### src/rtl/change_dispenser.sv
// Greedy three-tube coin payout with per-coin req/ack handshake and
// no-ack timeout; reports done, sticky fault and unpaid residue.
module change_dispenser #(
   parameter int W       = 8,
   parameter int D2      = 25,
   parameter int D1      = 10,
   parameter int D0      = 1,
   parameter int TIMEOUT = 16
) (
   input  logic         CLK,
   input  logic         reset,
   input  logic         start,
   input  logic [W-1:0] amount,
   input  logic [2:0]   empty,
   input  logic         coin_ack,
   output logic         coin_req,
   output logic [2:0]   coin_sel,
   output logic         busy,
   output logic         done,
   output logic         fault,
   output logic [W-1:0] remaining
);

   localparam int TW = $clog2(TIMEOUT + 1);
   localparam logic [W-1:0] V2 = W'(D2);
   localparam logic [W-1:0] V1 = W'(D1);
   localparam logic [W-1:0] V0 = W'(D0);
   localparam logic [TW-1:0] TLAST = TW'(TIMEOUT - 1);

   typedef enum logic [2:0] {
      IDLE, SELECT, REQ, DONE, FAULT
   } state_t;

   state_t        state_q;
   logic [TW-1:0] timer_q;
   logic [W-1:0]  rem_q;
   logic          req_q;
   logic [2:0]    sel_q;
   logic          busy_q;
   logic          done_q;
   logic          fault_q;

   logic [2:0]    pick_d;
   logic [W-1:0]  coin_val;

   // Largest non-empty tube whose coin still fits in the residue.
   always_comb begin
      pick_d = 3'b000;
      if (!empty[2] && rem_q >= V2)      pick_d = 3'b100;
      else if (!empty[1] && rem_q >= V1) pick_d = 3'b010;
      else if (!empty[0] && rem_q >= V0) pick_d = 3'b001;
   end

   always_comb begin
      coin_val = '0;
      unique case (1'b1)
         sel_q[2]: coin_val = V2;
         sel_q[1]: coin_val = V1;
         sel_q[0]: coin_val = V0;
         default:  coin_val = '0;
      endcase
   end

   always_ff @(posedge CLK or negedge reset) begin
      if (!reset) begin
         state_q <= IDLE;
         timer_q <= '0;
         rem_q   <= '0;
         req_q   <= 1'b0;
         sel_q   <= 3'b000;
         busy_q  <= 1'b0;
         done_q  <= 1'b0;
         fault_q <= 1'b0;
      end else begin
         done_q <= 1'b0;
         unique case (state_q)
            IDLE, FAULT: begin
               if (start) begin
                  rem_q   <= amount;
                  fault_q <= 1'b0;
                  if (amount == '0) begin
                     state_q <= DONE;
                     done_q  <= 1'b1;
                  end else begin
                     state_q <= SELECT;
                     busy_q  <= 1'b1;
                  end
               end
            end
            SELECT: begin
               if (pick_d != 3'b000) begin
                  sel_q   <= pick_d;
                  req_q   <= 1'b1;
                  timer_q <= '0;
                  state_q <= REQ;
               end else if (rem_q == '0) begin
                  busy_q  <= 1'b0;
                  done_q  <= 1'b1;
                  state_q <= DONE;
               end else begin
                  busy_q  <= 1'b0;
                  fault_q <= 1'b1;
                  state_q <= FAULT;
               end
            end
            REQ: begin
               // A late ack on the timeout cycle still counts as paid.
               if (coin_ack) begin
                  rem_q   <= rem_q - coin_val;
                  req_q   <= 1'b0;
                  sel_q   <= 3'b000;
                  state_q <= SELECT;
               end else if (timer_q == TLAST) begin
                  req_q   <= 1'b0;
                  sel_q   <= 3'b000;
                  busy_q  <= 1'b0;
                  fault_q <= 1'b1;
                  state_q <= FAULT;
               end else begin
                  timer_q <= timer_q + TW'(1);
               end
            end
            DONE: begin
               state_q <= IDLE;
            end
            default: begin
               state_q <= IDLE;
            end
         endcase
      end
   end

   assign coin_req  = req_q;
   assign coin_sel  = sel_q;
   assign busy      = busy_q;
   assign done      = done_q;
   assign fault     = fault_q;
   assign remaining = rem_q;

endmodule

### config.mk
export PLATFORM = sky130hd
export DESIGN_NAME = change_dispenser
export DESIGN_NICKNAME = d
export VERILOG_FILES = /design/src/rtl/change_dispenser.sv
export SDC_FILE = /design/constraint.sdc
export NUM_CORES = 1
export LEC_CHECK = 0
export ABC_AREA = 1
export CORE_MARGIN = 4
export CORE_UTILIZATION = 45
export DETAILED_ROUTE_END_ITERATION = 7
export PLACE_DENSITY = 0.74
export SLEW_MARGIN = 10
export SYNTH_ARGS = -nofsm -noshare
export SYNTH_HDL_FRONTEND = slang
export SYNTH_SLANG_ARGS = --single-unit
### constraint.sdc
create_clock -name CLK -period 3.5 [get_ports CLK]
set_input_delay 0.7 -clock CLK [delete_from_list [all_inputs] [get_ports CLK]]
set_output_delay 0.7 -clock CLK [all_outputs]
set_load 0.005 [all_outputs]
---- Yosys cells after proc, flatten, opt, wreduce, memory -nomap -nowiden ----
Index checks and enable logic that the tools add are counted.
word-level totals
  input port bits ......................... 15
  output and inout bits ................... 15
  bits in writable memories ............... 0
  flip-flop bits (word level) ............. 23
  logic and storage cells ................. 89
  memories kept ........................... 0
  memory bits (read-only) ................. 0
  bits in latches ......................... 0
operators by class
  order comparisons ....................... 3
  div/mod/pow operators ................... 0
  $mul .................................... 0
  shift operators ......................... 0
  $add $sub $neg .......................... 2
  multiplexer cells ....................... 42
  bitwise logic cells ..................... 0
  reductions and logical operators ........ 20
  eq/ne operators ......................... 14
operators by type and width
  kind                                                                                 number
  3-bit 2-to-1 mux                                                                     10
  2-bit inequality test, second input constant                                         9
  1-bit 2-to-1 mux                                                                     17
  8-bit logical NOT                                                                    2
  8-bit 2-to-1 mux                                                                     2
  8-bit case mux with 2 select lines                                                   1
  5-bit 2-to-1 mux                                                                     3
  5-bit case mux with 3 select lines                                                   1
  6-bit AND reduction                                                                  2
  5-bit case mux with 2 select lines                                                   1
  3-bit case mux with 3 select lines                                                   1
  8-bit by 1-bit greater-or-equal comparator with 1-bit output, second input constant  1
  8-bit by 4-bit greater-or-equal comparator with 1-bit output, second input constant  1
  8-bit by 5-bit greater-or-equal comparator with 1-bit output, second input constant  1
  8-bit subtractor                                                                     1
  1-bit case mux with 3 select lines                                                   2
  3-bit case mux with 2 select lines                                                   1
  3-bit AND reduction                                                                  2
  3-bit nonzero test                                                                   2
  5-bit by 1-bit adder with 5-bit output, second input constant                        1
  5-bit by 4-bit == test with 1-bit output, second input constant                      1
  1-bit case mux with 2 select lines                                                   2
  4-bit AND reduction                                                                  1
  2-bit nonzero test                                                                   2
  10 further kinds                                                                     14

---- Logic depth before layout (Yosys ltp) ----
Gate-level depths: netlist of the first run.
  word-level depth ........................ 8
  depth in mapped cells ................... 12
  mapped depth without buffers ............ 12

---- Least setup slack after synthesis of the first run ----
OpenSTA, ideal clock, no wires.
  path type ............................... reg-to-reg
  start point ............................. register sel_q[2] (netlist: coin_sel[2])
  end point ............................... register rem_q[6] (netlist: remaining[6])
  data arrival time ....................... 1.800 ns
  library setup time ...................... 0.116 ns
  buffers on the path ..................... 0
  period minus slack after synthesis ...... 1.917 ns
  data required time ...................... 3.384 ns
  cell stages (with the launch flop) ...... 12
  slack ................................... 1.583 ns
  path through ............................ dfrtp_1 -> or2_2 -> ha_1 -> fa_1 -> inv_1 -> nor2_1 -> nor2_1 -> o21ai_1 -> nand4_1 -> nand3_1 -> nand2_1 -> nand2_1
on the way
  word-level cells in the longest chain between the ends .. 4
ends and longest elaborated chain
  what                                line  source
  start, declared                     38    logic [2:0] sel_q;
  start signal, assigned              92    sel_q <= pick_d;
  5-bit case mux with 3 select lines  56    unique case (1'b1)
  8-bit subtractor                    109   rem_q <= rem_q - coin_val;
  8-bit 2-to-1 mux                    108   if (coin_ack) begin
  8-bit case mux with 2 select lines  76    unique case (state_q)
  end signal, assigned                79    rem_q <= amount;
  end signal, assigned                109
  end, declared                       36    logic [W-1:0] rem_q;
Every way passes these cells. The select of a mux whose other input is x is not followed.
A chain may end at the register's enable or synchronous reset.

---- Final worst setup path of the first run ----
Ends and elaborated chain as after synthesis.

==> results.json, run 1 <==
{
  "num-nets-final": 268,
  "r2r_slack_ns": 1.39,
  "routed_wl_mm": 3.539,
  "ant_nets": 0,
  "setup_violations": 0,
  "dieWidth_um": 67.87,
  "relSlewSlack": 0.7594,
  "start_util": 0.4758,
  "grt_usage": 0.1771,
  "cp_max_fo": 5,
  "hold_class": "reg2reg",
  "fin_util": 0.5832,
  "yosysUniqueCellTypes": 34,
  "setup_ws_ns": 1.387,
  "cts_tree": "yes",
  "p_per_area_nw_per_um2": 811.0,
  "grt_setup_unrepaired": "false",
  "drtIter0Drc": 56,
  "r2r-end": "remaining[6]$_DFFE_PN0P_",
  "die_h_um": 67.87,
  "grt-ovfl-total": 0,
  "r2r-start": "coin_sel[2]$_DFFE_PN0P_",
  "ys_ff_latch": 23,
  "clock-sinks": 23,
  "htreeDepth": 1,
  "viasPerCell": 4.997,
  "wl_per_cell_um": 12.16,
  "reg2reg_depth": 11,
  "die_area_sq_um": 4606,
  "netlist_area_sq_um": 1613,
  "root_buffer": "clkbuf_4",
  "drc": 0,
  "postCtsHoldBufs": 0,
  "dr.pass1.iters": 4,
  "fp-row-count": 21,
  "finalWeightedCongestion": 0.8025,
  "core_sq_um": 3390,
  "layout-drive-gt1-share": 0.1224,
  "regArea_sq_um": 575.6,
  "grt_start_max_net_pins": 24,
  "place_ws_ns": 1.420,
  "dp.final_hpwl_mm": 2.755,
  "fin_crit_sh": 0.6036,
  "tns_ns": 0,
  "worstPathArrival_ns": 2.34,
  "yosysSeqAreaShare": 0.3569,
  "antenna_found_initial": 0,
  "crit_path_start": "coin_sel[2]$_DFFE_PN0P_",
  "worstSetupStartpointType": "register",
  "max_freq_ghz": 0.4734,
  "multi_input_area_sq_um": 885.9,
  "critPathRequiredTime_ns": 3.73,
  "leakagePower_uw": 0.0009799,
  "peakVddDrop_mv": 0.4609,
  "synth_warnings": 0,
  "cts_resized": 0,
  "ios": 30,
  "maxCapViolations": 0,
  "final_area_sq_um": 1977,
  "placed_cell_area_sq_um": 1949,
  "path_clk_slew_ns": 0.14,
  "cts_made_buffers": 3,
  "outcome": "completed",
  "area_growth_pct": 22.58,
  "antenna_cells": 0,
  "vias": 1454,
  "cp-end-kind": "register",
  "syn_nets": 235,
  "fin_crit_ns": 2.113,
  "postCtsSetupBuffers": 0,
  "tightest_slew_ns": 0.3596,
  "grt_pass1_wl_mm": 6.182,
  "netlist_instances": 213,
  "clk_latency_ns": 0.32,
  "whs_ns": 0.4862,
  "timing.final.hold_violations": 0,
  "grt_pass1_vias": 1414,
  "numPortBuffers": 29,
  "fin_skew_ns": 0.007067,
  "worst-setup-path-type": "reg2reg",
  "syn_avg_cell_area_sq_um": 7.572,
  "nFillCells": 309,
  "endpoint": "remaining[6]$_DFFE_PN0P_",
  "clk_path_buf_depth": 2,
  "drv_slew": 0
}
[power breakdown]
group	switching, uW	internal, uW	leakage [uW]
sequential	117	367	0.000294
clock	87.6	42.9	0.0000177
combinational	565	424	0.000668
total	769	834	0.000980
[sequential cells by signal, indices dropped and copies added, names as in the netlist]
signal / count
coin_sel: 3
timer_q: 5
remaining: 8
done: 1
coin_req: 1
fault: 1
busy: 1
state_q: 3
[through the flow]
step | power [uW] | instances
floorplan | 1160 | 213
global placement | 1463 | 287
detailed placement | 1477 | 287
CTS | 1613 | 291
global route | 1772 | 291
finish | 1603 | 291
[placed cells by master (no fill, tap or decap), types with 4 or more instances in the layout]
master	n
clkdlybuf4s50_1	29
dfrtp_1	23
ha_1	6
inv_1	29
nand2_1	56
nand2_2	5
nand2_4	6
nand3_1	14
nand4_1	5
nor2_1	21
o21ai_0	10
o21ai_1	4
[cells in the mapped netlist, drive strengths merged]
library cell	number	area, sq um
nand2	69	349.1
inv	33	128.9
nor2	24	97.60
dfrtp	23	575.6
nand3	15	87.59
o21ai	15	86.34
ha	6	75.07
nand4	5	31.28
a21oi	3	15.01
nor3	3	26.28
a31oi	2	12.51
buf	2	18.77
nor4	2	12.51
o211ai	2	15.01
o22ai	2	18.77
or2	2	12.52
clkinv	1	3.750
fa	1	20.02
mux2i	1	10.01
nor3b	1	7.510
xor2	1	8.760
[cell type report]
cell class              count  area share
inverters                  34     0.06709
clock buffers               3     0.01139
repair buffers             30      0.1506
well taps                  46     0.02911
flip-flops and latches     23      0.2911
clock inverters             1    0.002532
multi-input cells         154      0.4481
[worst max-delay path, stage by stage, from the launching register on]
cell and delay [ns]:
dfrtp_1 0.46, or2_2 0.30, ha_1 0.23, fa_1 0.40, inv_1 0.06, nor2_1 0.05
nor2_1 0.14, o21ai_1 0.12, nand4_1 0.09, nand3_1 0.08, nand2_1 0.06, nand2_1 0.04
[per-layer routing]
layer,global-route usage,routed length (um),up-vias
met5,0,0,-
met4,0.05707,46,0
met3,0.02956,174,5
met2,0.2977,1640,35
met1,0.2317,1678,668
li1,-,-,746
[cell families after synthesis]
| kind of cell | synth area share |
|---|---|
| xor gates and xnor gates | 0.005432 |
| adders and majority gates | 0.05896 |
| muxes | 0.006207 |
| DFF | 0.3569 |
| buffers and inverters | 0.09387 |
| AOI/OAI and AO/OA | 0.09154 |
| and+or+nand+nor | 0.3871 |
[how the worst min path moves through the flow]
stage	slack (ns)	from	to	depth (start not counted)
finish	0.49	coin_req$_DFFE_PN0P_	coin_req$_DFFE_PN0P_	2
global route	0.52	fault$_DFFE_PN0P_	fault$_DFFE_PN0P_	2
CTS	0.49	coin_req$_DFFE_PN0P_	coin_req$_DFFE_PN0P_	2
detailed placement	0.46	coin_req$_DFFE_PN0P_	coin_req$_DFFE_PN0P_	2
global placement	0.46	fault$_DFFE_PN0P_	fault$_DFFE_PN0P_	2
floorplan	0.40	reset	busy$_DFFE_PN0P_	0
No activity file was read; power rests on OpenSTA's default activity.
==> run 2: changes to the inputs <==
Settings changed: PLACE_DENSITY 0.74 to 0.77.
Clock period 3.5 ns to 1.8 ns, I/O delays scaled along.
==> results.json, run 2 (synthesis results as in run 1) <==
{
  "outcome": "complete, but fails checks",
  "violations": "negative setup slack",
  "maxCapViolations": 0,
  "path_clk_slew_ns": 0.13,
  "mostFrequentLayoutCells": "nand2_1 (56), clkdlybuf4s50_1 (28), inv_1 (27)",
  "clock-sinks": 23,
  "worst-setup-path-type": "reg2reg",
  "grt_usage": 0.1801,
  "nFillCells": 302,
  "cts_made_buffers": 3,
  "start_util": 0.4758,
  "p_int_uw": 1838,
  "dieWidth_um": 67.87,
  "placed_cell_area_sq_um": 2004,
  "p_comb_frac": 0.662,
  "sw_frac_of_total": 0.4690,
  "fin_util": 0.6190,
  "total_power_uw": 3461,
  "layout-drive-gt1-share": 0.1969,
  "p_clk_frac": 0.071,
  "r2r-end": "remaining[6]$_DFFE_PN0P_",
  "vias": 1507,
  "viasPerCell": 5.023,
  "tns_ns": -0.1526,
  "fin_crit_ns": 1.882,
  "tightest_slew_ns": 0.3502,
  "grt-ovfl-total": 0,
  "cp_max_fo": 3,
  "max_freq_ghz": 0.5314,
  "setup_ws_ns": -0.08197,
  "die_h_um": 67.87,
  "drv_slew": 0,
  "finalWeightedCongestion": 0.8687,
  "htreeDepth": 1,
  "grt_pass1_wl_mm": 6.389,
  "leakagePower_uw": 0.001043,
  "final_area_sq_um": 2098,
  "root_buffer": "clkbuf_4",
  "die_area_sq_um": 4606,
  "drtIter0Drc": 79,
  "r2r_slack_ns": -0.08,
  "setup_violations": 2,
  "clk_latency_ns": 0.31,
  "dp.final_hpwl_mm": 2.840,
  "routed_wl_mm": 3.870,
  "core_sq_um": 3390,
  "antenna_found_initial": 0,
  "switchingPower_uw": 1623,
  "drc": 0,
  "ant_nets": 0,
  "clk_path_buf_depth": 2,
  "numPortBuffers": 29,
  "dr.pass1.iters": 5,
  "worstPathArrival_ns": 2.14,
  "area_growth_pct": 30.10,
  "cts_tree": "yes",
  "instances_no_fill": 300,
  "worstSetupStartpointType": "register",
  "relSlewSlack": 0.7644,
  "fp-row-count": 21,
  "reg2reg_depth": 12,
  "r2r-start": "coin_sel[0]$_DFFE_PN0P_",
  "dp.cells": 292,
  "cp-end-kind": "register",
  "hold_class": "in2async",
  "grt_pass1_vias": 1447,
  "ios": 30,
  "wl_per_cell_um": 12.90,
  "critPathRequiredTime_ns": 2.06,
  "grt_start_max_net_pins": 24,
  "timing.final.hold_violations": 0,
  "peakVddDrop_mv": 0.9186,
  "num-nets-final": 277,
  "largest_reg_flops": 8,
  "grt_setup_unrepaired": "true",
  "fin_crit_sh": 1.046,
  "final_common_cell": "nand2_1",
  "antenna_cells": 0,
  "p_per_area_nw_per_um2": 1650,
  "fin_skew_ns": 0.004902,
  "pwr-share-seq": 0.267
}
==> run 2: cell types whose count changed in the layout (fill, tap and decap cells not counted), sizes merged <==
| cell | delta |
|---|---|
| clkbuf | +1 |
| buf | +9 |
| dlymetal6s2s | +1 |
| clkdlybuf4s50 | -1 |
| clkinv | -1 |
==> run 2: layout make-up <==
type | count | area, sq um | share of cell area
Clock buffer | 4 | 26.28 | 0.01252
Sequential cell | 23 | 575.6 | 0.2743
Inverter | 34 | 132.6 | 0.06321
Tap cell | 46 | 57.56 | 0.02743
Timing Repair Buffer | 39 | 367.9 | 0.1753
Multi-Input combinational cell | 154 | 938.4 | 0.4472
==> run 2: what timing repair did <==
action,CTS,global route
hold buffers,0,0
setup endpoints to repair,2,7
pin swaps,7,11
gates cloned,0,0
resized for setup,4,9
setup buffers,1,4
==> run 2: power by group through the flow <==
stage | clock network (uW) | registers, uW | logic [uW]
after floorplan | 0 | 922 | 1370
after global placement | 0 | 921 | 2050
after detailed placement | 0 | 922 | 2080
after CTS | 260 | 914 | 2140
after global routing | 276 | 952 | 2570
final | 245 | 924 | 2290
==> run 2: how the worst max path moves through the flow <==
stage	startpoint	to	depth (start not counted)	slack (ns)
floorplan	coin_sel[2]$_DFFE_PN0P_	remaining[6]$_DFFE_PN0P_	11	-0.005
global placement	coin_sel[0]$_DFFE_PN0P_	remaining[6]$_DFFE_PN0P_	11	-0.03
detailed placement	coin_sel[0]$_DFFE_PN0P_	remaining[6]$_DFFE_PN0P_	11	-0.06
CTS	coin_sel[2]$_DFFE_PN0P_	remaining[6]$_DFFE_PN0P_	11	-0.04
global route	coin_sel[0]$_DFFE_PN0P_	remaining[6]$_DFFE_PN0P_	12	-0.13
finish	coin_sel[0]$_DFFE_PN0P_	remaining[6]$_DFFE_PN0P_	12	-0.08
==> run 2: metrics by stage <==
stage	setup slack (ns)	hold WS, ns
finish	-0.08197	0.3922
global placement	-0.02567	0.4531
global route	-0.1318	0.4041
detailed placement	-0.05870	0.4583
CTS	-0.04469	0.4005
floorplan	-0.005419	0.06441
==> run 2: worst max-delay path: stages, from the launching register on <==
cell and delay (ns):
dfrtp_1 0.41, or2_4 0.26, ha_4 0.16, fa_2 0.35, inv_2 0.07, nor2_2 0.05
nor2_2 0.15, o21ai_2 0.09, nand3_1 0.07, nand2_1 0.05, nand3_1 0.08, nand2_1 0.05
nand2_1 0.05
==> run 2: metal layers <==
metal | global-route usage | routed length [um] | vias up
li1 | - | - | 768
met1 | 0.2551 | 1724 | 680
met2 | 0.2904 | 1857 | 51
met3 | 0.01970 | 232 | 8
met4 | 0.05211 | 54 | 0
met5 | 0 | 0 | -
==> run 3: changes to the inputs <==
Settings changed: CAP_MARGIN set to 0.
==> results of run 3 <==
No change in the layout: final DEF, timing and power equal those of run 2.
